`config.mk`:
```
export PLATFORM = sky130hd
export DESIGN_NAME = odd_one_out_scheduler_flat
export DESIGN_NICKNAME = d
export VERILOG_FILES = /design/src/rtl/odd_one_out_pkg.sv /design/src/rtl/odd_one_out_scheduler_if.sv /design/src/rtl/odd_one_out_core.sv /design/src/rtl/odd_one_out_scheduler.sv /design/src/flat_wrapper.sv
export SDC_FILE = /design/constraint.sdc
export NUM_CORES = 1
export LEC_CHECK = 0
export BUFFER_PORTS_ARGS = -buffer_cell sky130_fd_sc_hd__buf_2
export CAP_MARGIN = 20
export CORE_MARGIN = 2
export CORE_UTILIZATION = 46
export CTS_BUF_LIST = sky130_fd_sc_hd__clkbuf_8
export DETAILED_ROUTE_END_ITERATION = 10
export PLACE_DENSITY = 0.77
export SLEW_MARGIN = 20
export SYNTH_ARGS = -nofsm -noshare
export SYNTH_HDL_FRONTEND = slang
export SYNTH_HIERARCHICAL = 1
export SYNTH_SLANG_ARGS = --single-unit
```
`constraint.sdc`:
```
create_clock -name clk -period 4.33 [get_ports clk]
set_input_delay 0.2165 -clock clk [delete_from_list [all_inputs] [get_ports clk]]
set_output_delay 0.2165 -clock clk [all_outputs]
set_load 0.005 [all_outputs]
```
`src/rtl/odd_one_out_pkg.sv`:
```
// Shared types and helpers for the odd-one-out scheduler: default widths,
// FSM state encoding and the round-robin winner search.
package odd_one_out_pkg;

  localparam int W_DEF  = 8;
  localparam int LW_DEF = 8;

  typedef enum logic [1:0] {
    IDLE   = 2'd0,
    LOAD   = 2'd1,
    RESULT = 2'd2
  } state_e;

  // First set bit of req at or after ptr, wrapping modulo nreq (nreq <= 16).
  function automatic logic [3:0] rr_pick(input logic [15:0] req,
                                         input logic [3:0]  ptr,
                                         input int          nreq);
    logic [3:0] id;
    logic [4:0] idx;
    id = '0;
    for (int k = 15; k >= 0; k--) begin
      if (k < nreq) begin
        idx = {1'b0, ptr} + 5'(k);
        if (idx >= 5'(nreq)) idx = idx - 5'(nreq);
        if (req[idx[3:0]]) id = idx[3:0];
      end
    end
    return id;
  endfunction

endpackage

```
`src/rtl/odd_one_out_scheduler_if.sv`:
```
// Requester and result-consumer bundle of the odd-one-out scheduler.
interface odd_one_out_scheduler_if #(
  parameter int NREQ = 4,
  parameter int W    = 8,
  parameter int LW   = 8,
  parameter int IDW  = 2
);
  logic [NREQ-1:0]    req;
  logic [NREQ*LW-1:0] req_len;
  logic [NREQ-1:0]    in_valid;
  logic [NREQ*W-1:0]  in_data;
  logic [NREQ-1:0]    in_ready;
  logic [NREQ-1:0]    grant;
  logic               out_valid;
  logic [W-1:0]       out_value;
  logic [IDW-1:0]     out_id;
  logic               out_ready;
  logic               busy;

  modport master (
    output req, req_len, in_valid, in_data, out_ready,
    input  in_ready, grant, out_valid, out_value, out_id, busy
  );

  modport slave (
    input  req, req_len, in_valid, in_data, out_ready,
    output in_ready, grant, out_valid, out_value, out_id, busy
  );
endinterface

```
`src/rtl/odd_one_out_core.sv`:
```
// XOR accumulator datapath; clr wins over en so a fresh job always starts at zero.
module odd_one_out_core #(
  parameter int W = 8
) (
  input  logic         clk,
  input  logic         reset,
  input  logic         clr,
  input  logic         en,
  input  logic [W-1:0] din,
  output logic [W-1:0] acc
);

  logic [W-1:0] acc_q;

  always_ff @(posedge clk) begin
    if (reset || clr) begin
      acc_q <= '0;
    end else if (en) begin
      acc_q <= acc_q ^ din;
    end
  end

  assign acc = acc_q;

endmodule

```
`src/rtl/odd_one_out_scheduler.sv`:
```
// Round-robin arbiter and job FSM sharing one XOR accumulator among NREQ
// requesters; each result is tagged with the id of the requester that owned it.
module odd_one_out_scheduler
  import odd_one_out_pkg::*;
#(
  parameter int NREQ = 4,
  parameter int W    = W_DEF,
  parameter int LW   = LW_DEF,
  parameter int IDW  = $clog2(NREQ)
) (
  input logic                   clk,
  input logic                   reset,
  odd_one_out_scheduler_if.slave bus
);

  state_e          state_q, state_d;
  logic [IDW-1:0]  gid_q, gid_d;
  logic [IDW-1:0]  ptr_q, ptr_d;
  logic [LW-1:0]   len_q, len_d;
  logic [LW-1:0]   cnt_q, cnt_d;
  logic [W-1:0]    outVal_q, outVal_d;
  logic [NREQ-1:0] grant_q, grant_d;

  logic            accClr;
  logic            accEn;
  logic [W-1:0]    acc;
  logic [W-1:0]    curData;
  logic [IDW-1:0]  winner;
  logic [LW-1:0]   winLen;
  logic            hs;

  assign winner  = IDW'(rr_pick(16'(bus.req), 4'(ptr_q), NREQ));
  assign winLen  = bus.req_len[winner*LW +: LW];
  assign curData = bus.in_data[gid_q*W +: W];
  assign hs      = (state_q == LOAD) && bus.in_valid[gid_q];

  odd_one_out_core #(.W(W)) u_core (
    .clk   (clk),
    .reset (reset),
    .clr   (accClr),
    .en    (accEn),
    .din   (curData),
    .acc   (acc)
  );

  always_ff @(posedge clk) begin
    if (reset) begin
      state_q  <= IDLE;
      gid_q    <= '0;
      ptr_q    <= '0;
      len_q    <= '0;
      cnt_q    <= '0;
      outVal_q <= '0;
      grant_q  <= '0;
    end else begin
      state_q  <= state_d;
      gid_q    <= gid_d;
      ptr_q    <= ptr_d;
      len_q    <= len_d;
      cnt_q    <= cnt_d;
      outVal_q <= outVal_d;
      grant_q  <= grant_d;
    end
  end

  // The final word bypasses the accumulator so the result is ready one cycle
  // after the last handshake.
  always_comb begin
    state_d  = state_q;
    gid_d    = gid_q;
    ptr_d    = ptr_q;
    len_d    = len_q;
    cnt_d    = cnt_q;
    outVal_d = outVal_q;
    grant_d  = grant_q;
    accClr   = 1'b0;
    accEn    = 1'b0;
    unique case (state_q)
      IDLE: begin
        if (|bus.req) begin
          gid_d   = winner;
          len_d   = winLen;
          cnt_d   = '0;
          accClr  = 1'b1;
          grant_d = NREQ'(1) << winner;
          if (winLen == '0) begin
            outVal_d = '0;
            state_d  = RESULT;
          end else begin
            state_d = LOAD;
          end
        end
      end
      LOAD: begin
        if (hs) begin
          accEn = 1'b1;
          cnt_d = cnt_q + LW'(1);
          if (cnt_q == len_q - LW'(1)) begin
            outVal_d = acc ^ curData;
            state_d  = RESULT;
          end
        end
      end
      RESULT: begin
        if (bus.out_ready) begin
          state_d = IDLE;
          grant_d = '0;
          ptr_d   = (gid_q == IDW'(NREQ - 1)) ? '0 : gid_q + IDW'(1);
        end
      end
      default: state_d = IDLE;
    endcase
  end

  assign bus.in_ready  = (state_q == LOAD) ? grant_q : '0;
  assign bus.grant     = grant_q;
  assign bus.out_valid = (state_q == RESULT);
  assign bus.out_value = outVal_q;
  assign bus.out_id    = gid_q;
  assign bus.busy      = (state_q != IDLE);

endmodule

```
`src/flat_wrapper.sv`:
```
// flat-port wrapper written by rule: the top's interface ports become plain ports
module odd_one_out_scheduler_flat import odd_one_out_pkg::*;
#(
  parameter int NREQ = 4,
  parameter int W    = W_DEF,
  parameter int LW   = LW_DEF,
  parameter int IDW  = $clog2(NREQ)
)
  (clk, reset, bus_req, bus_req_len, bus_in_valid, bus_in_data, bus_out_ready, bus_in_ready, bus_grant, bus_out_valid, bus_out_value, bus_out_id, bus_busy);
  odd_one_out_scheduler_if #(.NREQ(NREQ), .W(W), .LW(LW), .IDW(IDW)) bus_i ();
  input logic clk;
  input logic reset;
  input wire logic [$bits(bus_i.req)-1:0] bus_req;
  input wire logic [$bits(bus_i.req_len)-1:0] bus_req_len;
  input wire logic [$bits(bus_i.in_valid)-1:0] bus_in_valid;
  input wire logic [$bits(bus_i.in_data)-1:0] bus_in_data;
  input wire logic [$bits(bus_i.out_ready)-1:0] bus_out_ready;
  output wire logic [$bits(bus_i.in_ready)-1:0] bus_in_ready;
  output wire logic [$bits(bus_i.grant)-1:0] bus_grant;
  output wire logic [$bits(bus_i.out_valid)-1:0] bus_out_valid;
  output wire logic [$bits(bus_i.out_value)-1:0] bus_out_value;
  output wire logic [$bits(bus_i.out_id)-1:0] bus_out_id;
  output wire logic [$bits(bus_i.busy)-1:0] bus_busy;
  assign bus_i.req = bus_req;
  assign bus_i.req_len = bus_req_len;
  assign bus_i.in_valid = bus_in_valid;
  assign bus_i.in_data = bus_in_data;
  assign bus_i.out_ready = bus_out_ready;
  assign bus_in_ready = bus_i.in_ready;
  assign bus_grant = bus_i.grant;
  assign bus_out_valid = bus_i.out_valid;
  assign bus_out_value = bus_i.out_value;
  assign bus_out_id = bus_i.out_id;
  assign bus_busy = bus_i.busy;
  odd_one_out_scheduler #(.NREQ(NREQ), .W(W), .LW(LW), .IDW(IDW)) u_core (.clk(clk), .reset(reset), .bus(bus_i));
endmodule
```
* Yosys cells after proc, flatten, opt, wreduce, memory -nomap -nowiden
Cells that the tools add are included.
** Storage, ports and cells
- Output and inout port bits :: 20
- Register bits after elaboration :: 42
** Operators by class
- Magnitude comparators :: 9
- Reduce and logical (&&, ||, !) cells :: 14
- Shifts and indexed selects :: 3
- Equal/unequal tests :: 9
- Multiplexer cells :: 41
- $add $sub $neg :: 10
- Bitwise operators :: 1
** Operator list (number)
- $shiftx 32x6->8 :: 2
- $mux 8 :: 6
- $pmux 8 s2 :: 2
- $mux 4 :: 7
- $lt 4x5->1 const B :: 4
- $mux 2 :: 10
- $bmux 1 s4 :: 4
- $ge 5x3->1 const B :: 3
- $mux 1 :: 9
- $add 8x1->8 const B :: 1
- $eq 8x8->1 :: 1
- $logic_not 8->1 :: 1
- $pmux 4 s2 :: 1
- $sub 4x3->4 const B :: 2
- $sub 8x1->8 const B :: 1
- $xor 8x8->8 :: 1
- $add 2x2->3 const B :: 2
- $ne 2x1->1 const B :: 3
- $pmux 2 s3 :: 1
- $reduce_and 3->1 :: 2
- $reduce_bool 2->1 :: 3
- $reduce_and 5->1 :: 1
- $eq 2x2->1 const B :: 2
- $ne 2x2->1 const B :: 2
- 15 further kinds :: 16

* Depth between registers and ports, before layout
Gate-level depths: netlist of the first run.
- Word-level depth :: 14
- Mapped depth :: 14
- Gate-level depth less buffers :: 10

* Hierarchy
Netlist of the first run, hierarchy kept.
** By module, submodules not included
- odd_one_out_scheduler :: area each 2725.1 µm², sequential area each 680.7 µm², times used 1, cells an instance 329
- odd_one_out_core :: area each 385.4 µm², sequential area each 160.2 µm², times used 1, cells an instance 36

* Worst setup path before layout of the first run
Ideal clock, no wire load.
- Kind :: register -> register
- From :: register u_core.ptr_q[1]
- To :: register u_core.state_q[1]
- Clock period less this slack :: 2.990 ns
- Stages on the path, launching flop included :: 14
- Buffers on the path :: 3
- Arrival time :: 2.869 ns
- Path slack :: 1.340 ns
- Data required time :: 4.208 ns
- Cell sequence :: dfxtp_1 clkbuf_1 inv_1 ha_1 inv_1 nor3_1 o32a_4 and3_4 buf_6 o221ai_1 a221oi_1 and4b_1 buf_6 o311a_1
** Between the ends
- Word-level cells in the longest chain between the ends :: 14
- Elaborated cells on any way between the ends :: 32
** Ends and longest elaborated chain
- from (decl) :: line odd_one_out_scheduler.sv:18 : logic [IDW-1:0] ptr_q, ptr_d;
- from (signal assigned) :: line odd_one_out_scheduler.sv:58 : ptr_q <= ptr_d;
- $add 2x2->3 :: line odd_one_out_pkg.sv:23 : idx = {1'b0, ptr} + 5'(k);
- $ge 5x3->1 / $sub 3x3->4 (equally long branches) :: line odd_one_out_pkg.sv:24 : if (idx >= 5'(nreq)) idx = idx - 5'(nreq);
- $mux 4 :: line odd_one_out_pkg.sv:24
- $bmux 1 s4 :: line odd_one_out_pkg.sv:25 : if (req[idx[3:0]]) id = idx[3:0];
- $mux 1 (not written as such) :: line odd_one_out_pkg.sv:25
- $mux 2 (3 in series) :: line odd_one_out_pkg.sv:25
- $mux 2 (*) :: line odd_one_out_pkg.sv:25
- $shiftx 32x6->8 (*) :: line odd_one_out_scheduler.sv:33 : assign winLen = bus.req_len[winner*LW +: LW];
- $logic_not 8->1 (*) :: line odd_one_out_scheduler.sv:86 : if (winLen == '0) begin
- $mux 2 (*) :: line odd_one_out_scheduler.sv:86
- $mux 2 (*) :: line odd_one_out_scheduler.sv:80 : if (|bus.req) begin
- $pmux 2 s3 (*) :: line odd_one_out_scheduler.sv:78 : unique case (state_q)
- to (signal assigned) :: line odd_one_out_scheduler.sv:56 : state_q <= state_d;
- to (decl) :: line odd_one_out_scheduler.sv:16 : state_e state_q, state_d;
Mark *: on every way between the ends. The rest lies on a longest branch, timed or not. The select of a mux whose other input is x is not followed.
A chain may end at the register's enable or synchronous reset.

* Worst setup path after layout of the first run
- From :: register u_core.ptr_q[0]
- To :: register u_core.state_q[1]
The elaborated chain is that of the path after synthesis.

==> reports/results.tsv, run 1 <==
metric	value	unit
outcome	complete, no violations	
grt_pass1_vias	2897	
first_pass_detailed_route_iteration_total	5	
layout_setup_ws	361	ps
number_of_cells_upsized_or_downsized_after_cts	0	
cts-buffers-inserted	5	
slew_of_the_pin_with_the_lowest_slew_margin	795	ps
hold_viol	0	
max_slew_margin	46.3	%
final_design_area_no_fill	3660	um^2
vias	3047	
final_min_period_over_clock_period	91.7	%
finalHoldWorstSlack	233	ps
wire_length_of_the_first_global_routing_pass	12600	um
ff_latch_count_synth	42	
dpl.hpwl	5770	um
drv_cap	0	
drt-total-wl	7650	um
grt_start_max_net_pins	43	
hold_path_depth	3	
io_pins	95	
die_footprint	7440	um^2
power_spent_charging_and_discharging_nets	0.444	mW
synth_to_layout_area_growth	17.7	%
worst_hold_path.endpoint	u_core/ptr_q[1]$_SDFFE_PP0P_	
drc_violations_left	0	
synth.lib_cells_used.distinct	55	
syn_avg_cell_area	8.52	um^2
power.share.combinational	38.5	%
clkSinkCount	42	
mostFrequentLayoutCell	sky130_fd_sc_hd__buf_2	
asyncSetResetFlopFracSynth	0	%
fp.dieW	86.2	um
ys_dominant_reg_cell	sky130_fd_sc_hd__dfxtp_1	
gr-total-overflow	0	
crit-reg2reg-launch	u_core/ptr_q[0]$_SDFFE_PP0P_	
setup_repair_after_global_routing_missed_its_margin	false	
place_congestion	0.808	
syn-cell-area	3110	um^2
timing.reg2reg.worst_path_depth	9	
via_per_inst	5.86	
cp_num_buf_inv	1	
htreeDepth	2	
internal_power	0.816	mW
total_power	1.26	mW
setup_viol	0	
critPathMostFrequentCell	sky130_fd_sc_hd__o311a_1	
clockBufferDepth	2	
layout.nets	525	
ant_nets	0	
vdd_drop_max	0.000197	V
grt_util_all_layers	20.6	%
worst_hold_startpoint	bus_out_ready	
clock_skew	6.07	ps
reg2reg_setup_slack	360	ps
layout.cells.most_common_list	sky130_fd_sc_hd__buf_2, sky130_fd_sc_hd__dfxtp_1, sky130_fd_sc_hd__nand2_1, sky130_fd_sc_hd__a21oi_1, sky130_fd_sc_hd__nor2_1	
critPathLaunchType	flip-flop	
clk_latency	290	ps
r2r-end	u_core/state_q[1]$_SDFFE_PP0P_	
count_of_flip_flops_with_a_built_in_enable_after_synthesis	0	
grt_most_used_layer	met2	
crit_path_cells	inv_1 -> ha_1 -> nor3_2 -> o21bai_1 -> o311a_1 -> o221ai_1 -> a221oi_1 -> and4b_1 -> o311a_1	
p_clk_share	23.3	%
cp_max_fo	23	
global_route.usage.met2	38.2	%
post-cts-setup-buffer-count	0	
wl_per_instance	14.7	um
layout.cells.non_filler	520	
cts-root-buf	sky130_fd_sc_hd__clkbuf_8	
placedInstanceArea	3550	um^2
holdCritPathClass	in -> reg	
die_h	86.2	um
sw_frac_of_total	35.2	%
place.detailed.instances	512	
max_freq	252	MHz
grt_use_met1	24.5	%
groute.layer.met3.usage	3.43	%
floorplan.rows	29	
worst_setup_hold_path_clk_slew	70	ps
cpMaxStageDelayCell	sky130_fd_sc_hd__o311a_1	
final_worst_path_period_need	3970	ps
grt_antenna_before_repair	0	
synth_cells	365	
slew_viol_final	0	
final.setup.tns	0	ps
yosys_warnings	6	
numPortBuffers	94	
powerDensity	344	nW/um^2
preCtsSetupSlack	486	ps
lkg_pwr	1.57	nW
syn-num-nets	448	
coreArea	6460	um^2
post-route-util	56.7	%
timing.critical_path.slowest_cell_delay	700	ps
seqPwrFrac	38.2	%
worst-setup-path-type	reg -> reg	
path_delay_family	compound AO/OA/AOI/OAI gates	
cts-hold-fix-buffers	0	
drt-initial-drc-count	160	
cts_tree	yes	
synth_sequential_area_ratio	27.0	%
crit_required	4570	ps
antenna_cells_inserted	0	
timing.critical_path.arrival	4200	ps
drive_gt1_share	30.0	%
worstSetupEndpointType	flip-flop	
start_util	48.2	%
## area by class of cell
class	instances	area, um^2
fillers	599	2800
multi-input cells	277	2050
flip-flops and latches	42	841
repair buffers	96	485
clock buffers	8	110
well taps	77	96.3
inverters	20	75.1
## per-layer routing
metal | wire [um] | vias to the layer above | part of all wire, %
met5 | 0 | - | 0
met4 | 48 | 0 | 0.63
met3 | 384 | 7 | 5.0
met2 | 3980 | 110 | 52
met1 | 3240 | 1447 | 42
li1 | - | 1483 | -
## cell usage after synthesis, drive strengths merged (2+ instances only)
master / number / area [um^2]
nand2: 33 / 124
nor2b: 6 / 37.5
mux2: 2 / 22.5
o311a: 2 / 20.0
o21ai: 5 / 25.0
mux2i: 16 / 160
a32oi: 3 / 26.3
nor4b: 4 / 35.0
a21bo: 8 / 80.1
nand3: 13 / 65.1
nor3: 16 / 85.1
clkbuf: 14 / 52.6
o221ai: 4 / 35.0
and2: 13 / 81.3
and3: 4 / 30.0
a211oi: 5 / 37.5
and2b: 2 / 15.0
a311o: 3 / 30.0
a31oi: 2 / 12.5
dfxtp: 42 / 841
nor2: 23 / 86.3
a221o: 4 / 40.0
a21oi: 28 / 148
o41ai: 10 / 87.6
a22oi: 2 / 15.0
buf: 12 / 95.1
mux4: 9 / 203
nand3b: 9 / 67.6
inv: 20 / 75.1
xnor2: 15 / 131
or2: 4 / 25.0
xor2: 9 / 78.8
nor4: 3 / 18.8
ha: 8 / 100
## power groups by stage
stage                     Clock (mW)  Combinational [mW]  Sequential, mW
after floorplan                    0               0.378           0.468
after detailed placement           0               0.480           0.490
after CTS                      0.302               0.482           0.482
after global routing           0.314               0.532           0.490
final                          0.293               0.485           0.481
after global placement             0               0.465           0.487
## tightest hold or removal path: stages
cell	delay, ps
sky130_fd_sc_hd__buf_2	130
sky130_fd_sc_hd__nand3_1	80
sky130_fd_sc_hd__a21oi_1	50
## kinds of logic (layout without fill, tap and decap cells)
group / after synthesis / after routing / share of synthesized area [%]
flip-flops: 42 / 42 / 27.0
buffers and inverters: 46 / 124 / 7.16
AO/OA/AOI/OAI: 82 / 82 / 20.1
XOR/XNOR: 24 / 24 / 6.76
adder cells (fa/ha/maj): 8 / 8 / 3.22
multiplexers: 27 / 27 / 12.4
AND/OR/NAND/NOR: 136 / 136 / 23.3
## flip-flops by register name, summed over array words and instances, names as in the netlist
register	flops
u_core/bus.grant	4
u_core/bus.out_id	2
u_core/bus.out_value	8
u_core/cnt_q	8
u_core/len_q	8
u_core/ptr_q	2
u_core/state_q	2
u_core/u_core/acc	8
## worst max path at each step
stage                                       from  depth (start not counted)                              endpoint  slack, ps
detailed placement  u_core/ptr_q[0]$_SDFFE_PP0P_                         10        u_core/state_q[1]$_SDFFE_PP0P_        490
finish              u_core/ptr_q[0]$_SDFFE_PP0P_                          9        u_core/state_q[1]$_SDFFE_PP0P_        360
floorplan           u_core/ptr_q[1]$_SDFFE_PP0P_                         13        u_core/state_q[1]$_SDFFE_PP0P_       1340
global route        u_core/ptr_q[0]$_SDFFE_PP0P_                         10  u_core/bus.out_value[7]$_SDFFE_PP0P_        100
CTS                 u_core/ptr_q[0]$_SDFFE_PP0P_                         10        u_core/state_q[1]$_SDFFE_PP0P_        470
global placement    u_core/ptr_q[0]$_SDFFE_PP0P_                         10        u_core/state_q[1]$_SDFFE_PP0P_        670
Note: power is estimated with default switching activity, not from simulation.
==> run 2: changes to the inputs <==
--- a/config.mk
+++ b/config.mk
@@ -8,10 +8,10 @@
 export BUFFER_PORTS_ARGS = -buffer_cell sky130_fd_sc_hd__buf_2
 export CAP_MARGIN = 20
 export CORE_MARGIN = 2
-export CORE_UTILIZATION = 46
+export CORE_UTILIZATION = 50
 export CTS_BUF_LIST = sky130_fd_sc_hd__clkbuf_8
 export DETAILED_ROUTE_END_ITERATION = 10
-export PLACE_DENSITY = 0.77
+export PLACE_DENSITY = 0.78
 export SLEW_MARGIN = 20
 export SYNTH_ARGS = -nofsm -noshare
 export SYNTH_HDL_FRONTEND = slang
==> constraint.sdc (replaced) <==
create_clock -name clk -period 4.33 [get_ports clk]
set_input_delay 0.433 -clock clk [delete_from_list [all_inputs] [get_ports clk]]
set_output_delay 0.433 -clock clk [all_outputs]
set_load 0.005 [all_outputs]
==> reports/results.tsv, run 2 (same netlist as run 1, synthesis figures left out) <==
metric	value	unit	change
setup_repair_after_global_routing_missed_its_margin	false		
first_pass_detailed_route_iteration_total	4		-1
dpl.hpwl	5650	um	-2.1%
wl_met2	3770	um	-5.2%
wl_per_instance	14.3	um	-2.9%
die_h	82.9	um	-3.9%
final_worst_path_period_need	3960	ps	-6.68 ps
vdd_drop_max	0.000206	V	+4.7%
post-cts-setup-buffer-count	0		unchanged
numPortBuffers	94		unchanged
wire_length_of_the_first_global_routing_pass	12900	um	+3.0%
io_pins	95		unchanged
grt_start_max_net_pins	43		unchanged
mostFrequentLayoutCell	sky130_fd_sc_hd__buf_2		
place.detailed.instances	510		-0.39%
worst_setup_hold_path_clk_slew	70	ps	about the same
holdCritPathClass	in -> reg		
fp.dieW	82.9	um	-3.9%
coreArea	5960	um^2	-7.8%
place_congestion	0.921		+14%
layout.cells.most_common_list	sky130_fd_sc_hd__buf_2, sky130_fd_sc_hd__dfxtp_1, sky130_fd_sc_hd__nand2_1, sky130_fd_sc_hd__a21oi_1, sky130_fd_sc_hd__nor2_1		
crit_path_cells	inv_1 -> ha_1 -> inv_1 -> nor3_1 -> o32a_4 -> nand3_1 -> a221o_1 -> a221oi_1 -> and4b_1 -> o311a_1		
path_delay_family	compound AO/OA/AOI/OAI gates		
hold_viol	0		unchanged
cts-hold-fix-buffers	0		unchanged
final.setup.tns	0	ps	unchanged
lkg_pwr	1.55	nW	-0.92%
htreeDepth	2		unchanged
layout.cells.non_filler	516		-0.77%
drive_gt1_share	29.7	%	-0.32 points
powerDensity	333	nW/um^2	-3.3%
cpMaxStageDelayCell	sky130_fd_sc_hd__dfxtp_1		
clockBufferDepth	2		unchanged
clk_latency	290	ps	about the same
cts-buffers-inserted	5		unchanged
via_per_inst	5.72		-2.5%
ant_nets	0		unchanged
routed-wl-met3	361	um	-6.0%
multi_input_area	2050	um^2	unchanged
drt-total-wl	7370	um	-3.7%
cts-root-buf	sky130_fd_sc_hd__clkbuf_8		
clock_skew	6.05	ps	-0.0192 ps
number_of_cells_upsized_or_downsized_after_cts	0		unchanged
worstSetupEndpointType	flip-flop		
start_util	52.2	%	+4.1 points
floorplan.rows	28		-3.4%
preCtsSetupSlack	461	ps	-25.0 ps
drv_cap	0		unchanged
fillers	544		-9.2%
clkSinkCount	42		unchanged
drt-initial-drc-count	156		-2.5%
cp_num_buf_inv	2		+1
layout_setup_ws	368	ps	+6.68 ps
max_slew_margin	39.6	%	-6.7 points
cp_max_fo	15		-35%
top_signal_layer_used	met4		
gr-total-overflow	0		unchanged
die_footprint	6870	um^2	-7.6%
layout.nets	525		unchanged
critPathLaunchType	flip-flop		
synth_to_layout_area_growth	16.8	%	
crit_required	4570	ps	about the same
slew_viol_final	0		unchanged
cts_tree	yes		
setup_viol	0		unchanged
grt_util_all_layers	22.0	%	+1.4 points
critPathMostFrequentCell	sky130_fd_sc_hd__inv_1		
grt_antenna_before_repair	0		unchanged
grt_pass1_vias	2966		+2.4%
worst-setup-path-type	reg -> reg		
timing.critical_path.slowest_cell_delay	640	ps	-60 ps
drc_violations_left	0		unchanged
antenna_cells_inserted	0		unchanged
final_min_period_over_clock_period	91.5	%	-0.15 points
slew_of_the_pin_with_the_lowest_slew_margin	894	ps	+99.1 ps
vias	2949		-3.2%
met1_length	3120	um	-3.8%
timing.critical_path.arrival	4200	ps	about the same
max_freq	252	MHz	+0.17%
sequential_cell_area	841	um^2	unchanged
outcome	complete, no violations		
==> run 2: path summary, 6_finish.rpt <==
kind,startpoint,cells after the start,endpoint,slack (ps)
worst min register to register,u_core/len_q[1]$_SDFFE_PP0P_,2,u_core/len_q[1]$_SDFFE_PP0P_,470
worst max-delay path,u_core/ptr_q[0]$_SDFFE_PP0P_,10,u_core/state_q[1]$_SDFFE_PP0P_,370
worst max register to register,u_core/ptr_q[0]$_SDFFE_PP0P_,10,u_core/state_q[1]$_SDFFE_PP0P_,370
worst min-delay path,bus_out_ready,3,u_core/ptr_q[1]$_SDFFE_PP0P_,470
==> run 2: area by class of cell <==
cell class                 instances  area share (%)
multi-input combinational        277            56.6
inverter                          20            2.07
clock buffer                       6            2.27
tap                               75            2.58
sequential                        42            23.1
timing repair buffer              96            13.4
==> run 2: per-stage QoR <==
step / hold WS, ps / power, mW / util, % / cell area [um^2]
6_report: 465 / 1.21 / 61.0 / 3630
3_5_place_dp: 465 / 0.968 / 59.6 / 3550
5_1_grt: 471 / 1.30 / 61.0 / 3630
4_1_cts: 456 / 1.22 / 61.0 / 3630
2_1_floorplan: 449 / 0.846 / - / 3110
3_3_place_gp: 462 / 0.952 / 59.6 / 3550
==> run 2: worst reg2reg max path: stages, from the launching register on <==
cell                       delay (ps)
sky130_fd_sc_hd__dfxtp_1          640
sky130_fd_sc_hd__inv_1            210
sky130_fd_sc_hd__ha_1             440
sky130_fd_sc_hd__inv_1            100
sky130_fd_sc_hd__nor3_1           310
sky130_fd_sc_hd__o32a_4           270
sky130_fd_sc_hd__nand3_1          410
sky130_fd_sc_hd__a221o_1          530
sky130_fd_sc_hd__a221oi_1         300
sky130_fd_sc_hd__and4b_1          490
sky130_fd_sc_hd__o311a_1          210
==> run 2: power by group <==
| group | switching (mW) | total, mW | internal [mW] | leakage [nW] |
|---|---|---|---|---|
| logic | 0.257 | 0.483 | 0.226 | 1.17 |
| clock network | 0.122 | 0.245 | 0.123 | 0.0431 |
| registers | 0.0515 | 0.480 | 0.429 | 0.343 |
==> run 2: per-layer routing <==
metal	global-route usage [%]	up-vias
li1	-	1477
met1	27.3	1374
met2	39.1	86
met3	4.27	12
met4	5.51	0
met5	0	-
